[src/rtl/hazard_stall_unit.sv]
// Hazard stall unit: load-use bubbles, data-memory wait hold and taken-branch flush at the ID/EX boundary.
// Define HAZARD_PERF_CNT_EN to build the saturating stall_cycles / flush_count performance counters.
module hazard_stall_unit #(
  parameter int LOAD_USE_BUBBLES = 1,
  parameter int REG_ADDR_W       = 5
) (
  input  logic                  clk,
  input  logic                  rst_n,
  input  logic [REG_ADDR_W-1:0] rs1_ID,
  input  logic [REG_ADDR_W-1:0] rs2_ID,
  input  logic                  rs1_used_ID,
  input  logic                  rs2_used_ID,
  input  logic [REG_ADDR_W-1:0] rd_EX,
  input  logic                  mem_read_EX,
  input  logic                  mem_req_MEM,
  input  logic                  mem_ready,
  input  logic                  branch_taken_EX,
  output logic                  pc_write,
  output logic                  IF_ID_write,
  output logic                  IF_ID_flush,
  output logic                  ID_EX_bubble,
  output logic                  pipe_hold,
  output logic                  busy,
  output logic [31:0]           stall_cycles,
  output logic [31:0]           flush_count
);

  localparam int LUB = (LOAD_USE_BUBBLES < 1) ? 1 :
                       (LOAD_USE_BUBBLES > 3) ? 3 : LOAD_USE_BUBBLES;

  typedef enum logic [1:0] {
    RUN      = 2'd0,
    BUBBLE   = 2'd1,
    MEM_WAIT = 2'd2
  } state_t;

  state_t     r_state;
  logic [1:0] r_bubbleCnt;
  state_t     w_nextState;
  logic [1:0] w_nextCnt;
  logic       w_luh;
  logic       w_memWait;

  // x0 is hard-wired to zero, so a load targeting it can never feed a consumer.
  assign w_luh = mem_read_EX && (rd_EX != '0) &&
                 ((rs1_used_ID && (rs1_ID == rd_EX)) ||
                  (rs2_used_ID && (rs2_ID == rd_EX)));
  assign w_memWait = mem_req_MEM && !mem_ready;

  assign busy = rst_n && (r_state != RUN);

  always_comb begin
    pc_write     = 1'b1;
    IF_ID_write  = 1'b1;
    IF_ID_flush  = 1'b0;
    ID_EX_bubble = 1'b0;
    pipe_hold    = 1'b0;
    w_nextState  = r_state;
    w_nextCnt    = r_bubbleCnt;
    // Outputs are gated by rst_n so the pipeline sees idle controls during reset.
    if (rst_n) begin
      case (r_state)
        RUN: begin
          if (w_memWait) begin
            pc_write    = 1'b0;
            IF_ID_write = 1'b0;
            pipe_hold   = 1'b1;
            w_nextState = MEM_WAIT;
          end else if (branch_taken_EX) begin
            IF_ID_flush  = 1'b1;
            ID_EX_bubble = 1'b1;
          end else if (w_luh) begin
            pc_write     = 1'b0;
            IF_ID_write  = 1'b0;
            ID_EX_bubble = 1'b1;
            if (LUB > 1) begin
              w_nextState = BUBBLE;
              w_nextCnt   = 2'(LUB - 1);
            end
          end
        end
        BUBBLE: begin
          pc_write     = 1'b0;
          IF_ID_write  = 1'b0;
          ID_EX_bubble = 1'b1;
          if (w_memWait) begin
            pipe_hold = 1'b1;
          end else if (r_bubbleCnt <= 2'd1) begin
            w_nextState = RUN;
            w_nextCnt   = 2'd0;
          end else begin
            w_nextCnt = r_bubbleCnt - 2'd1;
          end
        end
        MEM_WAIT: begin
          if (w_memWait) begin
            pc_write    = 1'b0;
            IF_ID_write = 1'b0;
            pipe_hold   = 1'b1;
          end else begin
            w_nextState = RUN;
          end
        end
        default: begin
          w_nextState = RUN;
          w_nextCnt   = 2'd0;
        end
      endcase
    end
  end

  always_ff @(posedge clk or negedge rst_n) begin
    if (!rst_n) begin
      r_state     <= RUN;
      r_bubbleCnt <= 2'd0;
    end else begin
      r_state     <= w_nextState;
      r_bubbleCnt <= w_nextCnt;
    end
  end

`ifdef HAZARD_PERF_CNT_EN
  logic [31:0] r_stallCycles;
  logic [31:0] r_flushCount;

  // Both counters stick at all-ones instead of wrapping.
  always_ff @(posedge clk or negedge rst_n) begin
    if (!rst_n) begin
      r_stallCycles <= '0;
      r_flushCount  <= '0;
    end else begin
      if (!pc_write && !IF_ID_flush && (r_stallCycles != '1))
        r_stallCycles <= r_stallCycles + 32'd1;
      if (IF_ID_flush && (r_flushCount != '1))
        r_flushCount <= r_flushCount + 32'd1;
    end
  end

  assign stall_cycles = r_stallCycles;
  assign flush_count  = r_flushCount;
`else
  assign stall_cycles = '0;
  assign flush_count  = '0;
`endif

endmodule

[config.mk]
export PLATFORM = sky130hd
export DESIGN_NAME = hazard_stall_unit
export DESIGN_NICKNAME = d
export VERILOG_FILES = /design/src/rtl/hazard_stall_unit.sv
export SDC_FILE = /design/constraint.sdc
export NUM_CORES = 1
export LEC_CHECK = 0
export CAP_MARGIN = 10
export CELL_PAD_IN_SITES_DETAIL_PLACEMENT = 0
export CELL_PAD_IN_SITES_GLOBAL_PLACEMENT = 1
export CORE_AREA = 2 2 67 82
export DETAILED_ROUTE_END_ITERATION = 16
export DIE_AREA = 0 0 69 84
export PLACE_DENSITY = 0.82
export SYNTH_ARGS = -nofsm -noshare
export SYNTH_HDL_FRONTEND = slang
export SYNTH_SLANG_ARGS = --single-unit
[constraint.sdc]
create_clock -name clk -period 1.95 [get_ports clk]
set_input_delay 0.39 -clock clk [delete_from_list [all_inputs] [get_ports clk]]
set_output_delay 0.39 -clock clk [all_outputs]
set_load 0.005 [all_outputs]
==> results.sh <==
export IMPL_status="complete, but fails checks"
export IMPL_violations="negative setup slack"
export IMPL_grt_usage=0.0385
export IMPL_grt_pass1_wl_um=1940
export IMPL_dieArea_um2=5800
export IMPL_syn_to_final_growth_pct=36.4
export IMPL_synth_cells=94
export IMPL_synth_top_cell_area_share=0.674
export IMPL_hold_path_class="input pin to async pin"
export IMPL_design_area_um2=988
export IMPL_hold_buffers=0
export IMPL_power_leakage_nw=0.513
export IMPL_worst_slack_ns=-0.159
export IMPL_synth_top_cell_by_area="buf_4"
export IMPL_p_int_mw=0.101
export IMPL_comb_power_share=0.868
export IMPL_vias_per_cell=2.85
export IMPL_port_buffers=28
export IMPL_routed_wl_um=1370
export IMPL_final_max_slew_viol_count=0
export IMPL_place_congestion=0.777
export IMPL_ys_ff_latch=1
export IMPL_drive_gt1_frac=0.254
export IMPL_nNetsFinal=155
export IMPL_ant_nets=0
export IMPL_diodes=0
export IMPL_rsz0062_at_grt="yes"
export IMPL_postSynthAreaPerCell_um2=7.71
export IMPL_die_x_um=69
export IMPL_cpPeakStageDelay_ns=0.52
export IMPL_clock_skew_ns=0
export IMPL_fin_crit_sh=1.08
export IMPL_path_max_fanout=2
export IMPL_post_route_min_period_ns=2.11
export IMPL_start_util=0.143
export IMPL_setup_violations=4
export IMPL_clkPwrFrac=0
export IMPL_grt_antenna_before_repair=1
export IMPL_core_um2=5080
export IMPL_max_freq_mhz=474
export IMPL_seq_power_share=0.132
export IMPL_cp_end_kind="primary output"
export IMPL_maxCapViolCount=0
export IMPL_wire_per_inst_um=7.14
export IMPL_grt_overflow=0
export IMPL_switching_power_mw=0.0849
export IMPL_use_met1=0.0419
export IMPL_crit_buf_inv=2
export IMPL_peakVddDrop_uv=95.8
export IMPL_globalRouteMet3Util=0.0169
export IMPL_drcViolationCount=0
export IMPL_drtIter0Drc=3
export IMPL_grt_busiest_layer="met2"
export IMPL_ys_top_cells_by_area="buf_4, xor2_1, dfrtp_1, and2_1, xnor2_1"
export IMPL_yosysWarnings=0
export IMPL_critical_path_top_delay_family="simple AND/OR/NAND/NOR gates"
export IMPL_routed_via_count=547
export IMPL_grt_max_degree=5
export IMPL_drtPass1Iterations=2
export IMPL_synth_area_um2=724
export IMPL_critPathKind="input pin to primary output"
export IMPL_nFillCells=573
export IMPL_hold_viol_final=0
export IMPL_cp_arrival_ns=1.72
export IMPL_critical_path_required_ns=1.56
export IMPL_clk_pin_slew_worst_paths_ns=0
export IMPL_synth_cell_types=19
export IMPL_clk_latency_ns=0
export IMPL_dp_hpwl_um=1150
export IMPL_synth_seq_area_share=0.0345
export IMPL_largest_reg_flops=1
export IMPL_largestRegisters="r_state x1"
export IMPL_die_h_um=84
export IMPL_grtUsageMet2=0.0726
export IMPL_placed_cell_area_um2=883
export IMPL_core_rowCount=29
export IMPL_num_io_pins=93
export IMPL_post_place_ws_ns=-0.885
export IMPL_grt_pass1_vias=416
export IMPL_startpoint_type="input pin"
export IMPL_regMostFlops="r_state"
export IMPL_powerDensity_nw_per_um2=188
export IMPL_p_sw_frac=0.456
export IMPL_worstPathCellList="buf_6, or4_4, o21a_1, or4b_4, a2bb2oi_2, buf_2"
export IMPL_slowest_stage="or4_4"
-- power by group through the flow --
stage	sequential, mW	clock, mW	combinational, mW
final	0.0246	0	0.162
after global routing	0.0250	0	0.175
after CTS	0.0247	0	0.138
after detailed placement	0.0243	0	0.136
after global placement	0.0242	0	0.135
after floorplan	0.0238	0	0.151
-- worst paths after layout --
check,cells after the start,slack [ns],to,from
min in group clk,1,0.55,r_state[1],r_state[1]
max in group asynchronous,2,1.42,r_state[1],rst_n
worst min-delay path,2,0.43,r_state[1],rst_n
worst max register to register,1,1.27,r_state[1],r_state[1]
worst min register to register,1,0.55,r_state[1],r_state[1]
worst max-delay path,6,-0.16,pc_write,rd_EX[1]
-- stage by stage --
| step | hold WS, ns | TNS, ns | util | power, mW | instances |
|---|---|---|---|---|---|
| 3_5_place_dp | 0.529 | -3.20 | 0.174 | 0.160 | 189 |
| 2_1_floorplan | 0.0944 | 0 | - | 0.175 | 157 |
| 4_1_cts | 0.439 | -0.521 | 0.180 | 0.163 | 191 |
| 6_report | 0.434 | -0.403 | 0.195 | 0.186 | 192 |
| 3_3_place_gp | 0.517 | -3.20 | 0.174 | 0.159 | 189 |
| 5_1_grt | 0.465 | -0.613 | 0.195 | 0.200 | 192 |
-- per-layer routing --
layer,vias up,wire (um)
met5,-,16
met3,2,271
li1,238,-
met2,72,621
met4,2,0
met1,233,460
-- what timing repair did --
item | 4_1_cts | 5_1_grt
buffers inserted | 2 | 1
setup endpoints to repair | 6 | 5
gates resized for setup | 58 | 18
pin swaps | 12 | 10
cloned | 0 | 0
-- cell type report --
type | count | area [um^2] | share of cell area
multi-input combinational | 90 | 552 | 0.558
timing repair buffer | 38 | 330 | 0.334
tap | 62 | 77.6 | 0.0785
sequential | 1 | 25.0 | 0.0253
inverter | 1 | 3.75 | 0.00380
-- placed cells by master (no fill, tap or decap), types with 2 or more instances in the layout --
cell type / Yosys / layout
and2_1: 3 / 2
nor4_4: 0 / 2
buf_4: 65 / 6
clkbuf_2: 0 / 2
buf_6: 0 / 6
clkdlybuf4s50_1: 0 / 6
buf_2: 0 / 5
dlygate4sd2_1: 0 / 8
xor2_1: 8 / 5
xor2_2: 0 / 2
clkdlybuf4s15_1: 0 / 4
xnor2_1: 2 / 2
conb_1: 1 / 64
and2_4: 0 / 2
-- cell families after synthesis --
logic type | synth area share
AO/OA/AOI/OAI | 0.0639
XOR/XNOR | 0.121
buffers and inverters | 0.679
AND/OR/NAND/NOR | 0.0967
flip-flops | 0.0345
other | 0.00518
-- cells in the mapped netlist --
master	instances
a21o_1	1
a2bb2oi_2	1
a32oi_1	1
and2_0	1
and2_1	3
buf_4	65
conb_1	1
dfrtp_1	1
inv_1	1
nand2_1	1
nor2b_1	1
nor3_1	1
nor4_1	2
o21a_1	1
o21bai_1	1
or4_1	1
or4b_1	1
xnor2_1	2
xor2_1	8
No activity file was read; power rests on OpenSTA's default activity.
